--- config.mk ---
export PLATFORM = sky130hd
export DESIGN_NAME = seq_detect_sequencer
export DESIGN_NICKNAME = d
export VERILOG_FILES = /design/src/rtl/seq_ctrl_pkg.sv /design/src/rtl/seq4_detector.sv /design/src/rtl/seq_detect_sequencer.sv
export SDC_FILE = /design/constraint.sdc
export NUM_CORES = 1
export LEC_CHECK = 0
export ABC_AREA = 1
export CORE_MARGIN = 3
export CORE_UTILIZATION = 49
export CTS_CLUSTER_DIAMETER = 30
export CTS_CLUSTER_SIZE = 30
export DETAILED_ROUTE_END_ITERATION = 12
export PLACE_DENSITY = 0.77
export SETUP_SLACK_MARGIN = 0.2
export SLEW_MARGIN = 20
export SYNTH_ARGS = -nofsm -noshare
export SYNTH_HDL_FRONTEND = slang
export SYNTH_SLANG_ARGS = --single-unit
--- constraint.sdc ---
create_clock -name Clock -period 3.45 [get_ports Clock]
set_input_delay 0.69 -clock Clock [delete_from_list [all_inputs] [get_ports Clock]]
set_output_delay 0.69 -clock Clock [all_outputs]
set_load 0.005 [all_outputs]
--- src/rtl/seq_ctrl_pkg.sv ---
// Shared definitions for the pattern sequencer and its run-length detector.
//   ctrl_state_t : controller states IDLE/LOAD/RUN/DRAIN/DONE
//   DET_A..DET_I : bit positions in the detector one-hot state vector
//   DET_RUN_LEN  : run length of equal bits that raises z
package seq_ctrl_pkg;

  typedef enum logic [2:0] {
    S_IDLE  = 3'd0,
    S_LOAD  = 3'd1,
    S_RUN   = 3'd2,
    S_DRAIN = 3'd3,
    S_DONE  = 3'd4
  } ctrl_state_t;

  localparam int DET_W = 9;
  localparam int DET_A = 0;
  localparam int DET_B = 1;
  localparam int DET_C = 2;
  localparam int DET_D = 3;
  localparam int DET_E = 4;
  localparam int DET_F = 5;
  localparam int DET_G = 6;
  localparam int DET_H = 7;
  localparam int DET_I = 8;

  localparam logic [DET_W-1:0] DET_ONEHOT_A = 9'b0_0000_0001;

  localparam int DET_RUN_LEN = 4;

endpackage

--- src/rtl/seq4_detector.sv ---
// One-hot detector for DET_RUN_LEN consecutive equal bits.
// B..E track a run of 1..4+ zeros, F..I a run of 1..4+ ones; A is the
// empty-history start state. A change of bit value restarts the run at B
// (zero) or F (one), so z is high exactly when the last four bits agree.
// Ports:
//   Clock, reset_n : clock, synchronous active-low reset (state -> A)
//   clr            : synchronous clear to A
//   en             : consume w this cycle; state holds when low
//   w              : input bit
//   z              : 1 in E or I
//   state          : one-hot {I,H,G,F,E,D,C,B,A}
module seq4_detector
  import seq_ctrl_pkg::*;
(
  input  logic             Clock,
  input  logic             reset_n,
  input  logic             clr,
  input  logic             en,
  input  logic             w,
  output logic             z,
  output logic [DET_W-1:0] state
);

  logic [DET_W-1:0] state_q, state_d;

  always_ff @(posedge Clock) begin
    if (!reset_n || clr) state_q <= DET_ONEHOT_A;
    else                 state_q <= state_d;
  end

  always_comb begin
    state_d = state_q;
    if (en) begin
      state_d = '0;
      if (!w) begin
        state_d[DET_B] = state_q[DET_A] | state_q[DET_F] | state_q[DET_G] |
                         state_q[DET_H] | state_q[DET_I];
        state_d[DET_C] = state_q[DET_B];
        state_d[DET_D] = state_q[DET_C];
        state_d[DET_E] = state_q[DET_D] | state_q[DET_E];
      end else begin
        state_d[DET_F] = state_q[DET_A] | state_q[DET_B] | state_q[DET_C] |
                         state_q[DET_D] | state_q[DET_E];
        state_d[DET_G] = state_q[DET_F];
        state_d[DET_H] = state_q[DET_G];
        state_d[DET_I] = state_q[DET_H] | state_q[DET_I];
      end
    end
  end

  assign z     = state_q[DET_E] | state_q[DET_I];
  assign state = state_q;

endmodule

--- src/rtl/seq_detect_sequencer.sv ---
// Feeds a latched N_BITS pattern MSB-first through seq4_detector and counts
// the cycles on which the detector reports a run of four equal bits.
// Optional feature macro: FIRST_MATCH_EN (records the index of the bit that
// completes the first match; otherwise first_idx/first_vld are tied to 0).
// Ports:
//   Clock, reset_n : clock, synchronous active-low reset
//   start, pattern : start request (accepted in IDLE), pattern sampled then
//   busy, done     : 1 in LOAD/RUN/DRAIN; one-cycle pulse in DONE
//   w_cur, z_cur   : bit presented to / output of the detector this cycle
//   det_state      : detector one-hot state
//   match_count    : saturating count of z=1 cycles in RUN/DRAIN
//   first_idx/vld  : index (0 = MSB) of the bit completing the first match
module seq_detect_sequencer
  import seq_ctrl_pkg::*;
#(
  parameter int N_BITS = 16,
  parameter int CNT_W  = 5
) (
  input  logic              Clock,
  input  logic              reset_n,
  input  logic              start,
  input  logic [N_BITS-1:0] pattern,
  output logic              busy,
  output logic              done,
  output logic              w_cur,
  output logic              z_cur,
  output logic [DET_W-1:0]  det_state,
  output logic [CNT_W-1:0]  match_count,
  output logic [CNT_W-1:0]  first_idx,
  output logic              first_vld
);

  ctrl_state_t       state_q, state_d;
  logic [N_BITS-1:0] shreg;
  logic [CNT_W-1:0]  bit_idx;
  logic              in_load, in_run, in_drain, accept, hit;

  assign in_load  = (state_q == S_LOAD);
  assign in_run   = (state_q == S_RUN);
  assign in_drain = (state_q == S_DRAIN);
  assign accept   = (state_q == S_IDLE) && start;
  // z lags the consumed bit by one cycle, so DRAIN still collects the
  // result of the final bit.
  assign hit      = (in_run || in_drain) && z_cur;

  always_ff @(posedge Clock) begin
    if (!reset_n) state_q <= S_IDLE;
    else          state_q <= state_d;
  end

  always_comb begin
    state_d = state_q;
    case (state_q)
      S_IDLE:  if (start) state_d = S_LOAD;
      S_LOAD:  state_d = S_RUN;
      S_RUN:   if (bit_idx == CNT_W'(N_BITS-1)) state_d = S_DRAIN;
      S_DRAIN: state_d = S_DONE;
      S_DONE:  state_d = S_IDLE;
      default: state_d = S_IDLE;
    endcase
  end

  assign busy  = in_load || in_run || in_drain;
  assign done  = (state_q == S_DONE);
  assign w_cur = in_run && shreg[N_BITS-1];

  always_ff @(posedge Clock) begin
    if (!reset_n) begin
      shreg   <= '0;
      bit_idx <= '0;
    end else begin
      if (accept)      shreg <= pattern;
      else if (in_run) shreg <= {shreg[N_BITS-2:0], 1'b0};
      if (in_load)     bit_idx <= '0;
      else if (in_run) bit_idx <= bit_idx + 1'b1;
    end
  end

  always_ff @(posedge Clock) begin
    if (!reset_n || in_load)             match_count <= '0;
    else if (hit && (match_count != '1)) match_count <= match_count + 1'b1;
  end

`ifdef FIRST_MATCH_EN
  // bit_idx has already moved past the bit that produced the visible z.
  always_ff @(posedge Clock) begin
    if (!reset_n || in_load) begin
      first_idx <= '0;
      first_vld <= 1'b0;
    end else if (hit && !first_vld) begin
      first_idx <= bit_idx - 1'b1;
      first_vld <= 1'b1;
    end
  end
`else
  assign first_idx = '0;
  assign first_vld = 1'b0;
`endif

  seq4_detector u_det (
    .Clock   (Clock),
    .reset_n (reset_n),
    .clr     (in_load),
    .en      (in_run),
    .w       (w_cur),
    .z       (z_cur),
    .state   (det_state)
  );

endmodule

# --- Yosys cells after proc, flatten, opt, wreduce, memory -nomap -nowiden ---
# Index checks and enable logic that the tools add are counted.
totals:
  reg_bits: 38
  out_inout_bits: 24
  word_cells: 47
  input_bits: 19
op_classes:
  mux: 7
  n_addsub: 2
  n_reduce_logical: 13
  n_eq_ne: 8
  bitwise_logic: 12
ops:
  columns: ["cell", "count"]
  rows:
  - ["$mux W16", 2]
  - ["$pmux W3 S4", 1]
  - ["$or A1 B1 Y1", 11]
  - ["$add A5 B1 Y5 const B", 2]
  - ["$mux W4", 2]
  - ["$eq A3 B2 Y1 const B", 2]
  - ["$mux W3", 2]
  - ["$eq A5 B4 Y1 const B", 1]
  - ["$ne A5 B5 Y1 const B", 1]
  - ["$logic_and A1 B1 Y1", 4]
  - ["$logic_or A1 B1 Y1", 4]
  - ["$eq A3 B1 Y1 const B", 1]
  - ["$eq A3 B3 Y1 const B", 1]
  - ["$logic_not A3 Y1", 1]
  - ["$ne A2 B1 Y1 const B", 1]
  - ["$ne A2 B2 Y1 const B", 1]
  - ["$reduce_and A2 Y1", 1]
  - ["$reduce_bool A2 Y1", 1]
  - ["$reduce_or A2 Y1", 1]
  - ["$logic_not A1 Y1", 1]
  - ["$not A1 Y1", 1]

# --- Depth between registers and ports, before layout ---
# Gate-level depths: netlist (run 1).
depth:
  ltp_word: 5
  depth_mapped: 10
  mapped_depth_nobuf: 10

# --- Cells and area by module ---
# Synthesis (run 1) repeated with hierarchy kept, for this count alone.
unflattened:
  cells_unflattened: 262
  hier_area_um2: 1816.7
modules_own_cells:
  columns: ["mod", "instances", "cells_each", "seq_area_each_um2", "area_each_um2"]
  rows:
  - ["seq_detect_sequencer", 1, 216, 580.6, 1468.9]
  - ["seq4_detector", 1, 46, 180.2, 347.8]

# --- Least setup slack after synthesis (run 1) ---
# No wires, ideal clock.
synth_timing:
  path_type: "register -> output"
  startpoint: "register state_q[0]"
  endpoint: "output port busy"
  n_path_buf: 1
  arrival_ps: 890
  stages_incl_launch_ff: 4
  required_ps: 2760
  path_slack_ps: 1870
  path_cell_list: "dfxtp_1 -> nor2_2 -> buf_4 -> nor2_1"
synth_between:
  elab_chain_cells: 3
  elab_cells_between_ends: 5
  cone_classes: "eq/ne: 3; reduce/logical: 2"
synth_lines:
  columns: ["item", "line", "rtl"]
  rows:
  - ["from (decl)", "seq_detect_sequencer.sv:33", "ctrl_state_t state_q, state_d;"]
  - ["from (signal assigned)", "seq_detect_sequencer.sv:48", "else state_q <= state_d;"]
  - ["$eq A3 B1 Y1 or $eq A3 B2 Y1 (tied branches)", "seq_detect_sequencer.sv:38, seq_detect_sequencer.sv:39", null]
  - ["$logic_or A1 B1 Y1", "seq_detect_sequencer.sv:63", "assign busy = in_load || in_run || in_drain;"]
  - ["$logic_or A1 B1 Y1 (*)", "seq_detect_sequencer.sv:63", null]
  - ["to (decl)", "seq_detect_sequencer.sv:23", "output logic busy,"]
# Mark *: on every way between the ends. The rest lies on a longest branch, timed or not.

# --- Worst setup path after layout (run 1) ---
layout_timing:
  startpoint: "register state_q[1]"
  endpoint: "output port w_cur"
layout_between:
  elab_chain_cells: 2
layout_lines:
  columns: ["item", "line", "rtl"]
  rows:
  - ["$eq A3 B2 Y1", "seq_detect_sequencer.sv:39", "assign in_run = (state_q == S_RUN);"]
  - ["$logic_and A1 B1 Y1", "seq_detect_sequencer.sv:65", "assign w_cur = in_run && shreg[N_BITS-1];"]
  - ["to (decl)", "seq_detect_sequencer.sv:25", "output logic w_cur,"]
# Every way passes these cells.

==> reports/results.tsv, run 1 <==
metric	value	unit
status	finished clean	
number of placement rows	21	
Worst-Skew Late Latency	0.29	ns
critical path class	reg -> out	
area of the core	3490	um2
Total Neg Setup Slack	0	ns
Slowest Stage Delay on Critical Path	0.68	ns
switching power total	0.313	mW
peak supply drop	316	uV
Setup violations, final	0	
initial drt markers	123	
worst min-delay path startpoint	shreg[0]	
count of buffers from port buffering	36	
type of element launching the critical path	flip-flop	
cell family with the largest share of critical-path delay	flip-flops	
HPWL Detailed	2.67	mm
number of nets at the end of the flow	309	
synthesized instance count	251	
cell with the largest stage delay on the worst path	sky130_fd_sc_hd__dfxtp_1	
final estimated routing congestion in global placement	0.763	
router iterations before antenna repair	4	
cell at the root of the clock tree	sky130_fd_sc_hd__clkbuf_8	
top post-synthesis cells by area	sky130_fd_sc_hd__dfxtp_1 41%, sky130_fd_sc_hd__nand3_1 15%, sky130_fd_sc_hd__nand2_1 11%	
non-filler cells in the finished layout	333	
number of cells upsized or downsized after cts	0	
CTS sink cnt	38	
synthesis-to-layout area growth	23.7	%
leakage component of the power	0.928	nW
average footprint of a synthesized cell	7.36	um2
commonest cells after routing, fill and taps aside	55 x sky130_fd_sc_hd__nand3_1, 54 x sky130_fd_sc_hd__nand2_1, 38 x sky130_fd_sc_hd__dfxtp_1	
sequential share of power	48.4	%
clock tree from TritonCTS	done	
Slew headroom	59.9	%
critical path data arrival time	1.97	ns
Gate power share	21.3	%
Internal Pwr Total	0.730	mW
floorplan die width	67.4	um
setup repair after global routing missed its margin	false	
switching share of total power	30.0	%
largest net degree at the start of global routing	20	
hold-fix buffers at CTS	0	
aggregate global-route resource usage	18.5	%
vias per cell	5.04	
Die Span Y	67.4	um
dpl cells	325	
register area share after synthesis	41.2	%
initial antenna violation count	0	
reg2reg setup slack	1.88	ns
Clk pwr share	30.3	%
r2r startpoint	state_q[1]	
fraction of final layout cells sized beyond drive strength 1	6.97	%
vias in the first global route	1468	
final number of max-transition violations	0	
number of setup buffers added after CTS	0	
Clk pin slew, worst setup/hold paths	0.07	ns
element type at the critical path end	primary output	
critical path cell sequence	nand2_4 > nor2_2 > clkdlybuf4s50_1	
combined area of all synthesized cells	1850	um2
data required time of the worst path	2.76	ns
Initial Utilization	52.9	%
remaining number of nets flagged by the antenna check after routing	0	
worst clock skew	0.00264	ns
Final min period	2.66	ns
maximum clock insertion buffer count	2	
leading cell type in the layout, fill and taps excluded	sky130_fd_sc_hd__nand3_1	
total power per unit cell area	456	nW/um2
number of buffer and inverter stages on the critical path	1	
start point of the critical path	state_q[1]	
average routed wire per standard cell	11.4	um
area share of the largest cell type after synthesis	41.2	%
full die area	4540	um2
remaining global-route overflow	0	
actual transition at the worst max-transition pin	0.600	ns
H-tree level count	2	
total via count after detailed routing	1679	
antenna cells	0	
type of the worst min-delay path	reg -> reg	
wire length of the first global-routing pass	6.35	mm
number of clock buffers inserted by TritonCTS	5	
count of different cell masters after synthesis	24	
detailed-route wire length	3.80	mm
Tcrit/Tclk final	77.0	%
post-synthesis cell type with the largest combined area	sky130_fd_sc_hd__dfxtp_1	
count of warnings emitted by yosys	0	
number of synthesized register bits	38	
number of remaining DRC errors	0	
number of top-level design ports	43	
timing-limited maximum frequency	0.376	GHz
maximum net fanout on the critical path	17	
maxcap violations	0	
final hold violation count	0	
state kept, by name, summed over array words and instances (netlist names):
register,count
shreg,16
u_det.state,9
bit_idx,5
match_count,5
state_q,3
power groups by stage:
| stage | sequential [mW] | clock, mW | combinational (mW) |
|---|---|---|---|
| global route | 0.511 | 0.337 | 0.252 |
| global placement | 0.515 | 0 | 0.221 |
| finish | 0.505 | 0.316 | 0.222 |
| floorplan | 0.504 | 0 | 0.177 |
| CTS | 0.505 | 0.325 | 0.224 |
| detailed placement | 0.515 | 0 | 0.223 |
layer usage:
layer / GRT usage (%) / vias up / routed length [um]
met5: 0 / - / 0
met4: 8.61 / 0 / 66
met3: 5.99 / 8 / 250
met2: 29.0 / 44 / 1670
met1: 22.8 / 750 / 1800
li1: - / 877 / -
worst paths after layout:
check	cells past startpoint	to
worst min register to register	2	shreg[0]
worst max register to register	6	match_count[1]
worst min-delay path	2	shreg[0]
worst max-delay path	3	w_cur
cell usage after synthesis:
cell / instances
sky130_fd_sc_hd__a21oi_1: 14
sky130_fd_sc_hd__dfxtp_1: 38
sky130_fd_sc_hd__nor2_8: 1
sky130_fd_sc_hd__buf_4: 10
sky130_fd_sc_hd__nand2_1: 54
sky130_fd_sc_hd__nand2_4: 1
sky130_fd_sc_hd__nor2_1: 19
sky130_fd_sc_hd__conb_1: 1
sky130_fd_sc_hd__xor2_1: 2
sky130_fd_sc_hd__nand3_2: 1
sky130_fd_sc_hd__inv_1: 14
sky130_fd_sc_hd__ha_1: 4
sky130_fd_sc_hd__inv_2: 2
sky130_fd_sc_hd__nand4_1: 2
sky130_fd_sc_hd__buf_6: 1
sky130_fd_sc_hd__and2_1: 16
sky130_fd_sc_hd__o21ai_0: 4
sky130_fd_sc_hd__clkbuf_1: 1
sky130_fd_sc_hd__nor2_2: 4
sky130_fd_sc_hd__o21ai_4: 1
sky130_fd_sc_hd__nor3_1: 2
sky130_fd_sc_hd__buf_2: 3
sky130_fd_sc_hd__nand2_2: 1
sky130_fd_sc_hd__nand3_1: 55
kinds of logic (layout without fill, tap and decap cells):
group	count (synthesis)	count (layout)	share of synthesized area, %
AND/OR/NAND/NOR	156	156	40.3
flip-flops	38	38	41.2
buffers and inverters	31	62	8.94
AO/OA/AOI/OAI	19	19	5.76
adder cells (fa/ha/maj)	4	4	2.71
XOR/XNOR	2	2	0.948
other	1	6	0.203
per-stage QoR:
step           utilization (%)  hold WS, ns  cell area [um2]  power (mW)  setup WS [ns]
4_1_cts                   65.4        0.467             2290        1.05          0.781
3_3_place_gp              62.8        0.454             2190       0.736           1.14
6_report                  65.4        0.464             2290        1.04          0.794
5_1_grt                   65.4        0.514             2290        1.10          0.612
2_1_floorplan                -        0.439             1870       0.681           1.87
3_5_place_dp              62.8        0.457             2190       0.738           1.12
worst min-delay path, delay by kind of cell (launching register included):
kind	cells	cell delay, ns
flops	1	0.31
compound gates	1	0.05
simple gates	1	0.06
final cells by class:
class                   instances  area (um2)
fillers                       304        1210
multi-input cells             187         941
flip-flops and latches         38         761
repair buffers                 38         375
clock buffers                   7        86.3
inverters                      16        60.1
well taps                      46        57.6
clock inverters                 1        5.00
Power figures use the tool's default switching activity.
==> run 2, diff against run 1 <==
- CORE_UTILIZATION: 49 -> 44
- PLACE_DENSITY: 0.77 -> 0.73
- clock period: 3.45 -> 2.4 ns (I/O delays scaled with it)
==> reports/results.tsv, run 2 (synthesis gave the netlist of run 1 again) <==
metric	value	unit	change
met3 routing resource usage after global routing	5.26	%	was 5.99%
average routed wire per standard cell	11.4	um	about the same
worst-case setup slack after placement	0.527	ns	was 1.12 ns
antenna cells	0		unchanged
area of the core	3850	um2	was 3490 um2
vias per cell	4.93		was 5.04
cell family with the largest share of critical-path delay	buffers and inverters		was flip-flops
Clk pin slew, worst setup/hold paths	0.07	ns	about the same
final hold violation count	0		unchanged
fraction of final layout cells sized beyond drive strength 1	8.93	%	was 6.97%
cell with the largest stage delay on the worst path	sky130_fd_sc_hd__clkdlybuf4s50_1		was sky130_fd_sc_hd__dfxtp_1
total power per unit cell area	653	nW/um2	was 456 nW/um2
number of clock buffers inserted by TritonCTS	5		unchanged
depth of the critical timing path with buffers and inverters included	4		was 3
Largest Register	shreg		unchanged
full die area	5010	um2	was 4540 um2
worst-case setup margin in the final layout	0.283	ns	was 0.794 ns
maximum net fanout on the critical path	21		was 17
commonest cells after routing, fill and taps aside	55 x sky130_fd_sc_hd__nand3_1, 54 x sky130_fd_sc_hd__nand2_1, 36 x sky130_fd_sc_hd__dfxtp_1, 36 x sky130_fd_sc_hd__clkdlybuf4s50_1, 19 x sky130_fd_sc_hd__nor2_1		was 55 x sky130_fd_sc_hd__nand3_1, 54 x sky130_fd_sc_hd__nand2_1, 38 x sky130_fd_sc_hd__dfxtp_1
global route hottest layer	met2		unchanged
total via count after detailed routing	1670		was 1679
max FFs per register	16		unchanged
reg2reg setup slack	0.87	ns	was 1.88 ns
status	finished clean		unchanged
Worst-Skew Late Latency	0.29	ns	about the same
critical path class	reg -> out		unchanged
Total Neg Setup Slack	0	ns	unchanged
synthesis-to-layout area growth	25.9	%	was 23.7%
GR met2 Demand/Resource	25.7	%	was 29.0%
leading cell type in the layout, fill and taps excluded	sky130_fd_sc_hd__nand3_1		unchanged
detailed-route wire length	3.87	mm	was 3.80 mm
r2r startpoint	match_count[0]		was state_q[1]
router iterations before antenna repair	4		unchanged
vias in the first global route	1564		was 1468
final estimated routing congestion in global placement	0.789		was 0.763
wire length of the first global-routing pass	6.77	mm	was 6.35 mm
initial antenna violation count	0		unchanged
type of the worst min-delay path	reg -> reg		unchanged
CTS sink cnt	38		unchanged
leakage component of the power	0.948	nW	was 0.928 nW
critical path cell sequence	buf_4 > nor2_2 > nor2_1 > clkdlybuf4s50_1		was nand2_4 > nor2_2 > clkdlybuf4s50_1
maxcap violations	0		unchanged
final number of max-transition violations	0		unchanged
worst r2r path cells	10		was 6
largest net degree at the start of global routing	22		was 20
Final min period	2.12	ns	
Slowest Stage Delay on Critical Path	0.51	ns	was 0.68 ns
Setup violations, final	0		unchanged
global routing met1 resource utilization	21.5	%	was 22.8%
number of nets at the end of the flow	313		was 309
initial drt markers	85		was 123
end of the critical path	busy		was w_cur
hold-fix buffers at CTS	0		unchanged
Placement Cell Area	2230	um2	was 2190 um2
clock tree from TritonCTS	done		unchanged
remaining number of nets flagged by the antenna check after routing	0		unchanged
critical path data arrival time	1.64	ns	was 1.97 ns
timing-limited maximum frequency	0.472	GHz	
setup repair after global routing missed its margin	false		unchanged
remaining global-route overflow	0		unchanged
data required time of the worst path	1.92	ns	was 2.76 ns
Power Total	1.52	mW	was 1.04 mW
number of placement rows	22		was 21
Die Span Y	70.8	um	was 67.4 um
element type at the critical path end	primary output		unchanged
number of remaining DRC errors	0		unchanged
start point of the critical path	state_q[1]		unchanged
destination of the worst register-to-register timing path	match_count[0]		was match_count[1]
cell at the root of the clock tree	sky130_fd_sc_hd__clkbuf_8		unchanged
post-route design area	2330	um2	was 2290 um2
maximum clock insertion buffer count	2		unchanged
Initial Utilization	48.0	%	was 52.9%
number of top-level design ports	43		unchanged
floorplan die width	70.8	um	was 67.4 um
Tcrit/Tclk final	88.2	%	
type of element launching the critical path	flip-flop		unchanged
number of buffer and inverter stages on the critical path	2		was 1
worst clock skew	0.00582	ns	was 0.00264 ns
aggregate global-route resource usage	16.4	%	was 18.5%
peak supply drop	489	uV	was 316 uV
HPWL Detailed	2.75	mm	was 2.67 mm
count of buffers from port buffering	36		unchanged
H-tree level count	2		unchanged
==> run 2: routing by layer <==
layer	vias to the layer above	wire, um
met5	-	0
met1	743	1910
met3	5	198
met4	0	43
li1	881	-
met2	41	1720
==> run 2: worst min-delay path by stage <==
stage	startpoint	end	slack [ns]	cells past startpoint
after CTS	shreg[0]	shreg[0]	0.48	2
final	shreg[0]	shreg[0]	0.47	2
after detailed placement	shreg[0]	shreg[0]	0.46	2
after global placement	shreg[0]	shreg[0]	0.46	2
after global routing	u_det.state[0]	u_det.state[0]	0.51	2
after floorplan	shreg[0]	shreg[0]	0.44	2
==> run 2: worst min-delay path, cell delays in order, from the launching register on <==
cell                      delay (ns)
sky130_fd_sc_hd__dfxtp_1        0.31
sky130_fd_sc_hd__nand2_1        0.06
sky130_fd_sc_hd__a21oi_1        0.05
==> run 2: power by group <==
| part | internal, mW | switching, mW | leakage [nW] |
|---|---|---|---|
| sequential | 0.679 | 0.0377 | 0.310 |
| clock | 0.232 | 0.219 | 0.0482 |
| combinational | 0.150 | 0.200 | 0.590 |
| total | 1.06 | 0.458 | 0.948 |
==> run 2: cell type report <==
cell class	count	area, um2
Fill cell	373	1530
Multi-Input combinational cell	187	946
Sequential cell	38	763
Timing Repair Buffer	42	405
Clock buffer	7	86.3
Inverter	16	60.1
Tap cell	48	60.1
Clock inverter	1	5.00
==> run 2: what timing repair did <==
item	CTS	global route
gates resized for setup	1	2
setup endpoints to repair	1	3
setup buffers	0	0
pin swaps	0	0
==> run 2: through the flow <==
| step | hold slack [ns] | util [%] | std cells |
|---|---|---|---|
| 6_report | 0.474 | 60.4 | 339 |
| 3_3_place_gp | 0.460 | 57.8 | 331 |
| 3_5_place_dp | 0.462 | 57.8 | 331 |
| 2_1_floorplan | 0.439 | - | 256 |
| 4_1_cts | 0.477 | 60.3 | 339 |
| 5_1_grt | 0.512 | 60.4 | 339 |
==> run 3, diff against run 2 <==
- CTS_CLUSTER_DIAMETER: 30 -> 200
==> results of run 3 <==
The final DEF is identical to that of run 2; final timing and power are the same.
